**config.mk**
```make
export PLATFORM = sky130hd
export DESIGN_NAME = fifo_burst_rd_ctrl
export DESIGN_NICKNAME = d
export VERILOG_FILES = /design/src/rtl/fifo_burst_rd_ctrl.sv
export SDC_FILE = /design/constraint.sdc
export NUM_CORES = 1
export LEC_CHECK = 0
export ABC_AREA = 0
export BUFFER_PORTS_ARGS = -buffer_cell sky130_fd_sc_hd__buf_4
export CAP_MARGIN = 20
export CORE_MARGIN = 2
export CORE_UTILIZATION = 24
export DETAILED_ROUTE_END_ITERATION = 10
export PLACE_DENSITY = 0.49
export SYNTH_ARGS = -nofsm -noshare
export SYNTH_HDL_FRONTEND = slang
export SYNTH_SLANG_ARGS = --single-unit
```
**constraint.sdc**
```tcl
create_clock -name sys_clk -period 4.25 [get_ports sys_clk]
set_clock_uncertainty 0.15 [all_clocks]
set_input_delay 0 -clock sys_clk [delete_from_list [all_inputs] [get_ports sys_clk]]
set_output_delay 0 -clock sys_clk [all_outputs]
set_load 0.005 [all_outputs]
```
**src/rtl/fifo_burst_rd_ctrl.sv**
```systemverilog
// Burst read controller on the read side of the 8-to-16-bit dual-clock FIFO.
// Drains BURST_LEN words per packet, framed with SOP/EOP and a checksum trailer.
module fifo_burst_rd_ctrl #(
    parameter int BURST_LEN = 32,
    parameter int GAP_CYC   = 4,
    parameter int USEDW_W   = 8
) (
    input  logic               sys_clk,
    input  logic               sys_rst,
    input  logic               enable,
    input  logic               rd_empty,
    input  logic               rd_full,
    input  logic [USEDW_W-1:0] rd_usedw,
    input  logic [15:0]        rd_data,
    output logic               rd_req,
    output logic               out_valid,
    output logic [15:0]        out_data,
    output logic               out_sop,
    output logic               out_eop,
    output logic [15:0]        burst_cnt,
    output logic               busy
);

    typedef enum logic [2:0] {
        S_IDLE,
        S_WAIT,
        S_READ,
        S_TAIL,
        S_GAP
    } state_t;

    localparam logic [7:0] LAST_RD  = 8'(BURST_LEN - 1);
    localparam logic [7:0] GAP_LAST = 8'(GAP_CYC);

    state_t      r_state;
    state_t      w_state_nxt;
    logic [7:0]  r_rd_cnt;
    logic [7:0]  r_gap_cnt;
    logic        r_vld;
    logic        r_sop;
    logic        r_eop;
    logic [15:0] r_csum;
    logic [15:0] r_burst_cnt;

    logic w_thresh;
    logic w_rd_req;
    logic w_last_rd;
    logic w_start;

    assign w_thresh  = ((32'(rd_usedw) >= BURST_LEN) || rd_full) && !rd_empty;
    assign w_rd_req  = (r_state == S_READ) && !rd_empty;
    assign w_last_rd = w_rd_req && (r_rd_cnt == LAST_RD);
    assign w_start   = (r_state == S_WAIT) && (w_state_nxt == S_READ);

    always_comb begin
        w_state_nxt = r_state;
        unique case (r_state)
            S_IDLE: begin
                if (enable)
                    w_state_nxt = S_WAIT;
            end
            S_WAIT: begin
                if (!enable)
                    w_state_nxt = S_IDLE;
                else if (w_thresh)
                    w_state_nxt = S_READ;
            end
            S_READ: begin
                if (w_last_rd)
                    w_state_nxt = S_TAIL;
            end
            S_TAIL: begin
                w_state_nxt = S_GAP;
            end
            S_GAP: begin
                // first GAP cycle carries the trailer, then GAP_CYC quiet cycles
                if (r_gap_cnt == GAP_LAST)
                    w_state_nxt = S_WAIT;
            end
            default: begin
                w_state_nxt = S_IDLE;
            end
        endcase
    end

    always_ff @(posedge sys_clk or posedge sys_rst) begin
        if (sys_rst) begin
            r_state     <= S_IDLE;
            r_rd_cnt    <= '0;
            r_gap_cnt   <= '0;
            r_vld       <= 1'b0;
            r_sop       <= 1'b0;
            r_eop       <= 1'b0;
            r_csum      <= '0;
            r_burst_cnt <= '0;
        end else begin
            r_state <= w_state_nxt;
            r_vld   <= w_rd_req;
            r_sop   <= w_rd_req && (r_rd_cnt == 8'd0);
            r_eop   <= (r_state == S_TAIL);

            if (r_state == S_WAIT)
                r_rd_cnt <= '0;
            else if (w_rd_req)
                r_rd_cnt <= r_rd_cnt + 8'd1;

            if (r_state == S_GAP)
                r_gap_cnt <= r_gap_cnt + 8'd1;
            else
                r_gap_cnt <= '0;

            // rd_data lags rd_req by one cycle, so accumulate on the valid flag
            if (w_start)
                r_csum <= '0;
            else if (r_vld)
                r_csum <= r_csum + rd_data;

            if (r_state == S_TAIL)
                r_burst_cnt <= r_burst_cnt + 16'd1;
        end
    end

    always_comb begin
        rd_req    = w_rd_req;
        out_valid = r_vld || r_eop;
        out_sop   = r_sop;
        out_eop   = r_eop;
        burst_cnt = r_burst_cnt;
        busy      = (r_state == S_READ) || (r_state == S_TAIL) ||
                    (r_state == S_GAP);
        out_data  = 16'h0000;
        if (r_eop)
            out_data = r_csum;
        else if (r_vld)
            out_data = rd_data;
    end

endmodule

```
# Word level (Yosys, flattened, before mapping)
# Index checks and enable logic that the tools add are counted.
[classes]
add_sub_neg = 4
mul = 0
div = 0
order_cmp = 1
n_eq_ne = 7
n_shift = 0
muxes = 13
bitwise_logic = 0
reduce_logical = 14
[ops]
columns = ["op", "count"]
rows = [
  ["$mux 16", 4],
  ["$mux 8", 3],
  ["$add 16x1->16 const B", 1],
  ["$add 16x16->16", 1],
  ["$add 8x1->8 const B", 2],
  ["$mux 3", 5],
  ["$pmux 3 s5", 1],
  ["$eq 3x2->1 const B", 3],
  ["$eq 8x3->1 const B", 1],
  ["$eq 8x5->1 const B", 1],
  ["$ge 8x6->1 const B", 1],
  ["$logic_not 8->1", 1],
  ["$logic_and 1x1->1", 5],
  ["$logic_or 1x1->1", 4],
  ["$reduce_bool 2->1", 2],
  ["$eq 3x1->1 const B", 1],
  ["$eq 3x3->1 const B", 1],
  ["$logic_not 3->1", 1],
  ["$logic_not 1->1", 1],
]
[totals]
ff_bits = 54
latchBits = 0
mem_bits_rw = 0
mem_bits_ro = 0
in_bits = 29
output_inout_bits = 37
word_cells = 47
memories = 0

# Depth between registers and ports, before layout
[depth]
depth_word = 9
depth_mapped = 8

# Worst setup path before layout
# No wires, ideal clock.
[synth_path]
kind = "register to register"
startpoint = "reg r_csum[6]"
endpoint = "reg r_csum[15]"
arrival_ns = 2.188
required_time_ns = 3.975
setup_slack_ns = 1.787
path_stages_with_launch = 8
n_path_buf = 0
synth_period_minus_slack_ns = 2.463
cell_sequence = "dfrtp_1 > ha_1 > and2_1 > o21ai_1 > or4b_4 > a32o_1 > a22o_1 > mux2_4"
[synth_via]
elab_chain_cells = 3
[synth_lines]
columns = ["item", "line_no", "source"]
rows = [
  ["start: declaration", "42", "logic [15:0] r_csum;"],
  ["start signal: assignment", "116", "r_csum <= r_csum + rd_data;"],
  ["$add 16x16->16", "116", ""],
  ["$mux 16", "115", "else if (r_vld)"],
  ["$mux 16", "113", "if (w_start)"],
]
# No other way between the ends. The select of a mux whose other input is x is not followed.
# A chain may end at the register's enable or synchronous reset.

# Worst setup path in the final report
[layout_path]
startpoint = "reg r_csum[0]"
endpoint = "reg r_csum[14]"
# The elaborated chain is that of the path after synthesis.

==> results.tsv <==
metric	value	unit
synth_top_area_cell	dfrtp_1	
hold_class	input pin to register	
critPathKind	register to register	
post_cts_resized	0	
dp_slack	1.52	ns
antenna_found_initial	0	
cts.clk_slew.worst_paths	0.07	ns
fp-row-count	42	
syn_nets	385	
post-place-cells	564	
fill_cells	1381	
core	13200	µm²
rsz0062_at_grt	no	
switching_share	37.8	%
p_leak	1.85	nW
grt_overflow	0	
clockBufferDepth	2	
worstPathMaxFanout	3	
clk_latency	0.29	ns
end_kind	register	
stdcell_count	574	
hold_violations	0	
drc	0	
synthFlopType	dfrtp_1	
finish.instance_area	4050	µm²
ys_ff_latch	54	
area_delta_synth_final	25.4	%
maxSlewViolCount	0	
cp.required	4.31	ns
yosys.cell_types.count	52	
grt_pass1_vias	2621	
vias_per_cell	4.60	
vias	2643	
crit_arrival	2.78	ns
fmax	0.367	GHz
clock_sinks	54	
synth.avg_cell_area	9.64	µm²
cts_tree	built	
layout_setup_ws	1.53	ns
io_buffers	60	
status	finished clean	
synth_area_leaders	dfrtp_1, ha_1, xnor2_1	
cp_cell_sequence	ha_1 > fa_1 > a211oi_1 > o21ai_0 > a221oi_1 > o31ai_1 > xnor2_1 > o21ai_0	
antenna_left	0	
fp.dieH	120	µm
pin_count	66	
p_per_area	503	nW/µm²
ys_seq_area_share	41.9	%
p_comb_share	43.0	%
cts-htree-levels	2	
setup_viol	0	
start_util	24.5	%
p_int	1.27	mW
cts_root_buf	clkbuf_16	
synth_edf_count	0	
wl	7.68	mm
drt-pass1-iter-count	4	
final_common_cell	buf_4	
cts-buffers-inserted	5	
ir_worst_vdd	0.000241	V
fin_crit	2.72	ns
max_stage_delay	0.49	ns
final_cell_mix	buf_4, dfrtp_1, nor2_1	
ys_warn_count	0	
track_usage	11.1	%
grt_pass1_wl	13.1	mm
grt_max_degree	55	
nNetsFinal	448	
slowest_stage	a221oi_1	
gp_congestion	0.831	
synthArstFlopShare	100	%
finalCritPeriodShare	64.1	%
routedWlPerCell	13.4	µm
drive_above_1_share	20.1	%
crit_top_cell	o21ai_0	
dp_hpwl	5.53	mm
yosysTopAreaCellShare	41.9	%
syn-instance-count	335	
placed_cell_area	3880	µm²
maxCapViolations	0	
start_kind	register	
tightest_slew	0.864	ns
drt-initial-drc-count	153	
p_clk_share	19.9	%
antenna_cells	0	
relSlewSlack	42.4	%
syn_area	3230	µm²
dieArea	14400	µm²
fin_setup_tns	0	ns
power.switching	0.768	mW
power_frac_seq	37.0	%
die_w	120	µm
finalPower	2.03	mW
Yosys cell counts, types with 2 or more instances:
| library cell | instances |
|---|---|
| dfrtp_1 | 54 |
| nor2_1 | 38 |
| nand2_1 | 25 |
| xnor2_1 | 24 |
| ha_1 | 20 |
| a22o_1 | 16 |
| nand3_1 | 16 |
| a21oi_1 | 14 |
| o21ai_0 | 13 |
| xor2_1 | 13 |
| inv_1 | 10 |
| clkbuf_1 | 8 |
| and3_1 | 7 |
| mux2i_1 | 7 |
| nand4_1 | 7 |
| a211oi_1 | 6 |
| nor3_1 | 5 |
| nand2b_1 | 4 |
| nor2b_1 | 3 |
| o21a_1 | 3 |
| o22ai_1 | 3 |
| a21boi_0 | 2 |
| a21o_1 | 2 |
| a31oi_1 | 2 |
| nor3_2 | 2 |
| o211ai_1 | 2 |
| o31ai_1 | 2 |
| or2_2 | 2 |
| or3_1 | 2 |
state kept, by name, summed over array words and instances (netlist names):
| name | flops |
|---|---|
| r_state | 3 |
| r_csum | 16 |
| out_sop | 1 |
| r_gap_cnt | 8 |
| r_rd_cnt | 8 |
| r_vld | 1 |
| out_eop | 1 |
| burst_cnt | 16 |
final timing paths:
| check | startpoint | end | slack, ns | cells past startpoint |
|---|---|---|---|---|
| worst min register to register | burst_cnt[15] | burst_cnt[15] | 0.33 | 1 |
| worst min-delay path | rd_data[1] | r_csum[1] | 0.005 | 4 |
| min in group asynchronous | sys_rst | burst_cnt[11] | 0.32 | 4 |
| worst max-delay path | r_csum[0] | r_csum[14] | 1.53 | 8 |
| worst max register to register | r_csum[0] | r_csum[14] | 1.53 | 8 |
| max in group asynchronous | sys_rst | r_csum[9] | 3.16 | 4 |
power groups by stage:
stage	sequential [mW]	clock (mW)	combinational, mW
after detailed placement	0.762	0	0.880
after CTS	0.753	0.429	0.886
final	0.753	0.406	0.876
after floorplan	0.709	0	0.669
after global routing	0.774	0.447	1.00
after global placement	0.758	0	0.871
routing by layer:
layer	part of all wire, %	track usage (%)	wire length [µm]	vias up
met3	4.9	2.66	376	6
met1	48	15.2	3670	1256
met4	0.90	2.72	69	0
li1	-	-	-	1326
met2	46	17.8	3560	55
met5	0	0	0	-
critical path: cells and delay by family, from the launching register on:
family	cells	cell delay (ns)
adder cells (fa/ha/maj)	2	0.67
flip-flops	1	0.40
AO/OA/AOI/OAI	5	1.28
XOR/XNOR	1	0.14
layout make-up:
type                            instances  area (µm²)  area share (%)
Timing Repair Buffer                   65         495            12.2
Multi-Input combinational cell        262        1810            44.6
Clock inverter                          2        13.8           0.340
Clock buffer                            5         125            3.09
Tap cell                              176         220            5.44
Sequential cell                        54        1350            33.4
Inverter                               10        37.5           0.927
through the flow:
step | hold slack, ns | utilization (%)
6_report | 0.00499 | 30.7
5_1_grt | 0.0756 | 30.7
4_1_cts | 0.00379 | 30.7
3_5_place_dp | 0.0806 | 29.4
3_3_place_gp | 0.0872 | 29.4
2_1_floorplan | -0.0911 | -
repair_timing:
action                    CTS  global route
hold endpoints to repair   58             0
hold buffers                3             0
setup buffers               0             0
cells by family after synthesis:
family | after synthesis | synth area share (%)
adders and majority gates | 21 | 8.37
muxes | 9 | 2.98
buffers and inverters | 19 | 2.21
AOI/OAI and AO/OA | 76 | 16.4
DFF | 54 | 41.9
and+or+nand+nor | 119 | 18.1
xor gates and xnor gates | 37 | 10.0
Note: power is estimated with default switching activity, not from simulation.
